[src/rtl/fir_decim_scale.sv]
// +--------------------------------------------------------------------------+
// | fir_decim_scale                                                          |
// | Decimates the FIR accumulator stream, rounds/saturates to the output     |
// | width and presents it on an AXI-Stream master through a 2-entry skid.    |
// | Revision: 1.0                                                            |
// +--------------------------------------------------------------------------+
`timescale 1ns/1ps
`default_nettype none

module fir_decim_scale #(
    parameter int C_S00_AXIS_TDATA_WIDTH = 32,
    parameter int C_M00_AXIS_TDATA_WIDTH = 16,
    parameter int DECIM                  = 4,
    parameter int SHIFT                  = 8
) (
    input  logic                                  s00_axis_aclk,
    input  logic                                  s00_axis_areset,
    input  logic                                  s00_axis_tvalid,
    output logic                                  s00_axis_tready,
    input  logic [C_S00_AXIS_TDATA_WIDTH-1:0]     s00_axis_tdata,
    input  logic [C_S00_AXIS_TDATA_WIDTH/8-1:0]   s00_axis_tstrb,
    input  logic                                  s00_axis_tlast,
    output logic                                  m00_axis_tvalid,
    input  logic                                  m00_axis_tready,
    output logic [C_M00_AXIS_TDATA_WIDTH-1:0]     m00_axis_tdata,
    output logic [C_M00_AXIS_TDATA_WIDTH/8-1:0]   m00_axis_tstrb,
    output logic                                  m00_axis_tlast,
    output logic                                  sat_flag
);

    localparam int c_in_w   = C_S00_AXIS_TDATA_WIDTH;
    localparam int c_out_w  = C_M00_AXIS_TDATA_WIDTH;
    localparam int c_strb_w = C_M00_AXIS_TDATA_WIDTH / 8;
    localparam int c_ph_w   = (DECIM > 1) ? $clog2(DECIM) : 1;

    localparam logic [c_ph_w-1:0]     c_ph_last = c_ph_w'(DECIM - 1);
    localparam logic signed [c_in_w:0] c_half   = {{c_in_w{1'b0}}, 1'b1} << (SHIFT - 1);
    localparam logic signed [c_in_w:0] c_max    = {{(c_in_w - c_out_w + 2){1'b0}}, {(c_out_w - 1){1'b1}}};
    localparam logic signed [c_in_w:0] c_min    = {{(c_in_w - c_out_w + 2){1'b1}}, {(c_out_w - 1){1'b0}}};

    logic                   r_s_tready;
    logic [c_ph_w-1:0]      r_phase;
    logic                   r_m_valid;
    logic [c_out_w-1:0]     r_m_data;
    logic                   r_m_last;
    logic                   r_s_valid;
    logic [c_out_w-1:0]     r_s_data;
    logic                   r_s_last;
    logic                   r_sat;

    logic                   w_in_fire;
    logic                   w_keep;
    logic                   w_m_free;
    logic signed [c_in_w:0] w_ext;
    logic signed [c_in_w:0] w_rnd;
    logic signed [c_in_w:0] w_shr;
    logic                   w_hi;
    logic                   w_lo;
    logic [c_out_w-1:0]     w_scaled;
    logic [c_ph_w-1:0]      w_phase_nxt;
    logic                   w_m_valid_nxt;
    logic [c_out_w-1:0]     w_m_data_nxt;
    logic                   w_m_last_nxt;
    logic                   w_s_valid_nxt;
    logic [c_out_w-1:0]     w_s_data_nxt;
    logic                   w_s_last_nxt;
    logic                   w_unused;

    assign w_unused  = ^s00_axis_tstrb;

    assign w_in_fire = s00_axis_tvalid & r_s_tready;
    assign w_keep    = w_in_fire & ((r_phase == '0) | s00_axis_tlast);
    assign w_m_free  = ~r_m_valid | m00_axis_tready;

    // One extra bit of headroom keeps the rounding add from wrapping.
    assign w_ext    = {s00_axis_tdata[c_in_w-1], s00_axis_tdata};
    assign w_rnd    = w_ext + c_half;
    assign w_shr    = w_rnd >>> SHIFT;
    assign w_hi     = (w_shr > c_max);
    assign w_lo     = (w_shr < c_min);
    assign w_scaled = w_hi ? c_max[c_out_w-1:0] :
                      w_lo ? c_min[c_out_w-1:0] : w_shr[c_out_w-1:0];

    always_comb begin
        w_phase_nxt   = r_phase;
        w_m_valid_nxt = r_m_valid;
        w_m_data_nxt  = r_m_data;
        w_m_last_nxt  = r_m_last;
        w_s_valid_nxt = r_s_valid;
        w_s_data_nxt  = r_s_data;
        w_s_last_nxt  = r_s_last;

        if (w_in_fire) begin
            if (s00_axis_tlast || (r_phase == c_ph_last)) begin
                w_phase_nxt = '0;
            end else begin
                w_phase_nxt = r_phase + c_ph_w'(1);
            end
        end

        if (w_m_free) begin
            if (r_s_valid) begin
                w_m_valid_nxt = 1'b1;
                w_m_data_nxt  = r_s_data;
                w_m_last_nxt  = r_s_last;
                if (w_keep) begin
                    w_s_data_nxt = w_scaled;
                    w_s_last_nxt = s00_axis_tlast;
                end else begin
                    w_s_valid_nxt = 1'b0;
                end
            end else if (w_keep) begin
                w_m_valid_nxt = 1'b1;
                w_m_data_nxt  = w_scaled;
                w_m_last_nxt  = s00_axis_tlast;
            end else begin
                w_m_valid_nxt = 1'b0;
                w_m_last_nxt  = 1'b0;
            end
        end else if (w_keep) begin
            w_s_valid_nxt = 1'b1;
            w_s_data_nxt  = w_scaled;
            w_s_last_nxt  = s00_axis_tlast;
        end
    end

    // tready tracks the post-edge skid occupancy, so a beat parked in S blocks
    // the very next accept and nothing can be overwritten.
    always_ff @(posedge s00_axis_aclk or posedge s00_axis_areset) begin
        if (s00_axis_areset) begin
            r_s_tready <= 1'b0;
            r_phase    <= '0;
            r_m_valid  <= 1'b0;
            r_m_data   <= '0;
            r_m_last   <= 1'b0;
            r_s_valid  <= 1'b0;
            r_s_data   <= '0;
            r_s_last   <= 1'b0;
            r_sat      <= 1'b0;
        end else begin
            r_s_tready <= ~w_s_valid_nxt;
            r_phase    <= w_phase_nxt;
            r_m_valid  <= w_m_valid_nxt;
            r_m_data   <= w_m_data_nxt;
            r_m_last   <= w_m_last_nxt;
            r_s_valid  <= w_s_valid_nxt;
            r_s_data   <= w_s_data_nxt;
            r_s_last   <= w_s_last_nxt;
            r_sat      <= r_sat | (w_keep & (w_hi | w_lo));
        end
    end

    assign s00_axis_tready = r_s_tready;
    assign m00_axis_tvalid = r_m_valid;
    assign m00_axis_tdata  = r_m_data;
    assign m00_axis_tlast  = r_m_last;
    assign m00_axis_tstrb  = {c_strb_w{r_m_valid}};
    assign sat_flag        = r_sat;

endmodule

`default_nettype wire

[config.mk]
export PLATFORM = sky130hd
export DESIGN_NAME = fir_decim_scale
export DESIGN_NICKNAME = d
export VERILOG_FILES = /design/src/rtl/fir_decim_scale.sv
export SDC_FILE = /design/constraint.sdc
export NUM_CORES = 1
export LEC_CHECK = 0
export CAP_MARGIN = 20
export CORE_MARGIN = 2
export CORE_UTILIZATION = 53
export DETAILED_ROUTE_END_ITERATION = 10
export GPL_ROUTABILITY_DRIVEN = 0
export GPL_TIMING_DRIVEN = 0
export HOLD_SLACK_MARGIN = 0.08
export PLACE_DENSITY = 0.95
export SYNTH_ARGS = -nofsm -noshare
export SYNTH_HDL_FRONTEND = slang
export SYNTH_SLANG_ARGS = --single-unit
[constraint.sdc]
create_clock -name s00_axis_aclk -period 2.75 [get_ports s00_axis_aclk]
set_input_delay 0.825 -clock s00_axis_aclk [delete_from_list [all_inputs] [get_ports s00_axis_aclk]]
set_output_delay 0.825 -clock s00_axis_aclk [all_outputs]
set_load 0.05 [all_outputs]
==> run metrics, run 1 <==
die width=72.5 um; CP required=2.95 ns; Final setup viols=6; Routed Antenna Nets=0; initial antenna violation count=0; dominant synthesized flop cell=dfrtp_1; most common cell after layout, fill and taps aside=dfrtp_1; Initial DRC Count=234; reg2reg setup slack=0.57 ns; number of synthesized flops with an enable pin=0; Avg Synthesized Cell Area=9.27 um2; slowest stage delay, CP=0.56 ns; CTS Buf Count=5; most frequent cells in the layout=dfrtp_1 (40), nor2_1 (28), clkdlybuf4s50_1 (27); I/O pins=63; core box area=0.00444 mm2; Synth async-reset ratio=1.00; Final Cell Area=0.00341 mm2; P_leak=1.43 nW; Synth Warn #=0; P&R area growth vs syn=37.1%; crit-path max FO=10; final hold vios=0; GRT Util Overall=0.282; DP Area=0.00308 mm2; # diodes=0; crit path DAT=3.00 ns; TritonCTS clock tree=yes; die span in y=72.5 um; Final #Nets=384; largest net degree at the start of global routing=41; CTS max path bufs=2; Clk Tree Root Cell=clkbuf_8; Synth Net Count=312; Post-Syn Area=0.00248 mm2; clk sinks=40; Crit-path slowest cell=or4_4; RSZ-0062 raised after global routing=yes; Worst Slack Setup Final=-0.0449 ns; fmax=358 MHz; top post-synthesis cells by area=dfrtp_1 (40%), a311oi_2 (6.0%), o211ai_1 (5.4%); min-delay worst type=register to register; Pwr Total=3.57 mW; final slew viol count=0; post-synthesis cell type count=43; sequential-to-total area share from yosys stat=0.403; first-pass GRT wire length=11500 um; Starting Density=0.559; post-synth top area cell=dfrtp_1; Final min period=2.79 ns; die area=0.00525 mm2; share of post-route cells with drive strength above 1=0.279; MaxCap Viol Count=0; status=complete, but fails checks; Cells after Synth=268; Vias/cell=6.63; via count=2605; worst relative slew slack=0.461; synthesized flop and latch total=40; Final Skew=0.00331 ns; DRT Wirelength=7720 um; GR Overflow Total=0; top cell type's share of synthesized area=0.403; part of the cycle the worst path needs=1.02; PwrDens=1050 mW/mm2; Post-route DRC=0; vias in the first global route=2455; Worst-Skew Late Latency=0.30 ns; Buffers on Ports=49; WL per Instance=19.6 um; Startpoint Class=primary input; failing checks=negative setup slack; Pre-Repair DR Iteration Count=5; FP Rows=24; CP cell instances=dlygate4sd2_1 > nand4_1 > or4_4 > and2_4 > a211oi_4 > nor2_4 > buf_8 > a311oi_2; Worst-Margin Slew=0.808 ns; Post-DP HPWL=4810 um; Worst-path clk slew=0.07 ns; Crit Path Class=primary input to register; final hold slack=0.494 ns; H-tree depth=2; Setup crit end kind=register; peak supply drop=465 uV
[synthesized netlist by cell type, types with 4 or more instances]
master,instances
a21oi_1,19
nand3_1,13
dfrtp_1,40
and4_1,5
nor4_1,5
nand2_1,17
o21ai_0,4
xor2_1,8
xnor2_1,8
nor2_1,29
a311oi_1,5
clkbuf_1,8
and3_1,18
nand4_1,8
o211ai_1,18
buf_4,5
a311oi_2,10
inv_1,8
[registers in the layout, summed over array words and instances, names as in the netlist]
| register | cells |
|---|---|
| m00_axis_tvalid | 1 |
| r_s_data | 16 |
| s00_axis_tready | 1 |
| sat_flag | 1 |
| r_s_valid | 1 |
| m00_axis_tlast | 1 |
| m00_axis_tdata | 16 |
| r_phase | 2 |
| r_s_last | 1 |
[what timing repair did]
action	4_1_cts	5_1_grt
cloned	1	0
buffers inserted	10	7
pin swaps	13	21
setup endpoints to repair	32	31
resized for setup	83	37
hold buffers	0	0
[cells by family after synthesis]
group	after synthesis	synth area share
AOI/OAI and AO/OA	67	0.214
xor gates and xnor gates	16	0.0564
adders and majority gates	3	0.0151
buffers and inverters	27	0.0559
DFF	40	0.403
muxes	1	0.00453
and+or+nand+nor	114	0.251
[area by class of cell]
| class | count | area [um2] |
|---|---|---|
| buffer | 17 | 113 |
| multi-input combinational | 201 | 1530 |
| sequential | 40 | 1000 |
| clock buffer | 8 | 90.1 |
| timing repair buffer | 67 | 579 |
| fill | 298 | 1040 |
| inverter | 8 | 30.0 |
| tap | 52 | 65.1 |
[where the power goes]
part | total [mW] | switching (mW) | internal [mW] | leakage [nW]
Combinational | 2.10 | 1.32 | 0.780 | 0.925
Clock | 0.406 | 0.201 | 0.205 | 0.0455
Sequential | 1.06 | 0.175 | 0.887 | 0.458
[final timing paths]
path / startpoint / cells after the start / to
worst min-delay path: m00_axis_tlast / 2 / m00_axis_tlast
worst min register to register: m00_axis_tlast / 2 / m00_axis_tlast
max in group asynchronous: s00_axis_areset / 2 / m00_axis_tdata[11]
min in group asynchronous: s00_axis_areset / 2 / m00_axis_tdata[8]
worst max-delay path: s00_axis_tdata[27] / 8 / r_s_data[4]
worst max register to register: r_phase[0] / 8 / m00_axis_tdata[2]
[per-stage QoR]
| stage | setup WS (ns) | cells | utilization | setup TNS (ns) |
|---|---|---|---|---|
| 2_1_floorplan | -0.00380 | 268 | - | -0.0380 |
| 3_3_place_gp | -0.831 | 369 | 0.694 | -22.48 |
| 3_5_place_dp | -0.929 | 369 | 0.694 | -25.15 |
| 4_1_cts | 0.000935 | 387 | 0.745 | 0 |
| 5_1_grt | -0.0985 | 393 | 0.766 | -0.458 |
| 6_report | -0.0449 | 393 | 0.766 | -0.0820 |
[per-layer routing]
layer / track usage / part of all wire / vias up
met5: 0 / 0 / -
met4: 0.136 / 0.035 / 0
met3: 0.0583 / 0.085 / 28
met2: 0.475 / 0.51 / 186
met1: 0.345 / 0.37 / 1246
li1: - / - / 1145
[worst max-delay path: cells and delay by family]
family | cells | cell delay, ns
AO/OA/AOI/OAI | 2 | 0.57
buffers and inverters | 2 | 0.52
AND/OR/NAND/NOR | 4 | 1.08
Power figures use the tool's default switching activity.
==> run 2, diff against run 1 <==
Settings changed: SLEW_MARGIN set to 20.
==> run 2 against run 1 <==
  * The run now ends clean
  * Register-to-register slack got worse by 0.04 ns
  * Fmax grew 1.9%
  * Non-clock buffer count is 10 higher
  * First-iteration DRC count grew 43%
  * Setup slack better by 0.053 ns
  * Wire length up 10%
  * Critical path depth up 1
  * Sequential share of layout area is 1.3 points lower
  * Total power up 2.1%
  * Critical path type unchanged
  * Largest power group unchanged
==> run metrics, run 2 (synthesis results as in run 1) <==
WL per Instance=21.1 um; highest routed layer=met4; Vias/cell=6.79; M1 WL=2980 um; peak supply drop=439 uV; Worst-Margin Slew=0.863 ns; vias in the first global route=2531; Routed Antenna Nets=0; Final setup viols=0; Startpoint Class=primary input; placed insts=370; Buffers on Ports=49; TritonCTS clock tree=yes; CP required=2.91 ns; crit-path max FO=5; P&R area growth vs syn=43.4%; share of post-route cells with drive strength above 1=0.308; largest net degree at the start of global routing=22; # diodes=0; clk sinks=40; status=complete, no violations; Final Core Density=0.802; Final min period=2.74 ns; Post-route DRC=0; Starting Density=0.559; P_leak=1.49 nW; die area=0.00525 mm2; Setup crit end kind=register; initial antenna violation count=0; fillers=277; die span in y=72.5 um; crit path DAT=2.90 ns; H-tree depth=2; Pre-Repair DR Iteration Count=5; Pwr Total=3.64 mW; via count=2738; worst relative slew slack=0.418; GRT Util Overall=0.295; metal2 WL=4130 um; Clk Tree Root Cell=clkbuf_8; first-pass GRT wire length=11900 um; Worst Slack Setup Final=0.00804 ns; Worst-path clk slew=0.07 ns; final slew viol count=0; Final Skew=0.00350 ns; PwrDens=1020 mW/mm2; Post-DP HPWL=4910 um; GR Overflow Total=0; final hold vios=0; min-delay worst type=register to register; die width=72.5 um; met3 routed WL=821 um; part of the cycle the worst path needs=0.997; fmax=365 MHz; most frequent cells in the layout=dfrtp_1 (40), buf_4 (30), nor2_1 (28); CTS Buf Count=5; most common cell after layout, fill and taps aside=dfrtp_1; I/O pins=63; Crit Path Class=primary input to register; Worst-Skew Late Latency=0.30 ns; MaxCap Viol Count=0; hold_buf cts=0; CTS max path bufs=2; Final #Nets=394; DRT Wirelength=8510 um; RSZ-0062 raised after global routing=yes; core box area=0.00444 mm2; pre-CTS setup slack=-0.922 ns; FP Rows=24; Initial DRC Count=334; fin cells=403
-- run 2: through the flow --
| step | hold WS, ns | instance area (um2) | TNS [ns] |
|---|---|---|---|
| after global placement | 0.458 | 3080 | -22.48 |
| after CTS | 0.490 | 3380 | 0 |
| after floorplan | 0.446 | 2530 | -0.0380 |
| final | 0.488 | 3560 | 0 |
| after global routing | 0.543 | 3560 | -0.444 |
| after detailed placement | 0.472 | 3110 | -25.10 |
-- run 2: cell type report --
class                      instances  area [um2]  area share
buffer                            17         113      0.0316
clock buffer                       8        90.1      0.0253
inverter                           8        30.0     0.00843
multi-input combinational        201        1530       0.430
sequential                        40        1000       0.281
tap                               52        65.1      0.0183
timing repair buffer              77         732       0.205
-- run 2: power by group --
group          internal, mW  switching [mW]
clock network         0.205           0.202
registers             0.887           0.185
logic                 0.804            1.36
-- run 2: repair_timing --
item / 4_1_cts / 5_1_grt
resized for setup: 86 / 47
endpoints found under the setup margin: 32 / 31
endpoints found under the hold margin: 0 / 0
buffers inserted: 13 / 12
cloned: 1 / 1
pin swaps: 16 / 23
-- run 2: worst paths after layout --
check | from | to | slack (ns) | depth (start not counted)
worst max register to register | r_phase[0] | r_s_data[14] | 0.53 | 8
worst min-delay path | m00_axis_tlast | m00_axis_tlast | 0.49 | 2
worst max-delay path | s00_axis_tdata[19] | r_s_data[3] | 0.008 | 9
max in group asynchronous | s00_axis_areset | r_s_data[7] | 1.45 | 3
worst min register to register | m00_axis_tlast | m00_axis_tlast | 0.49 | 2
min in group asynchronous | s00_axis_areset | m00_axis_tdata[8] | 0.85 | 2
-- run 2: layer usage --
layer,GRT usage,up-vias
met3,0.0597,66
met1,0.351,1293
li1,-,1159
met4,0.138,0
met5,0,-
met2,0.510,220
-- run 2: critical path, cell delays in order --
cell and delay, ns:
buf_2 0.14, nand4_1 0.20, or4_4 0.57, o211ai_1 0.21, o21ai_1 0.09, and4b_2 0.29, nor3_4 0.32, buf_6 0.19
a311oi_2 0.05
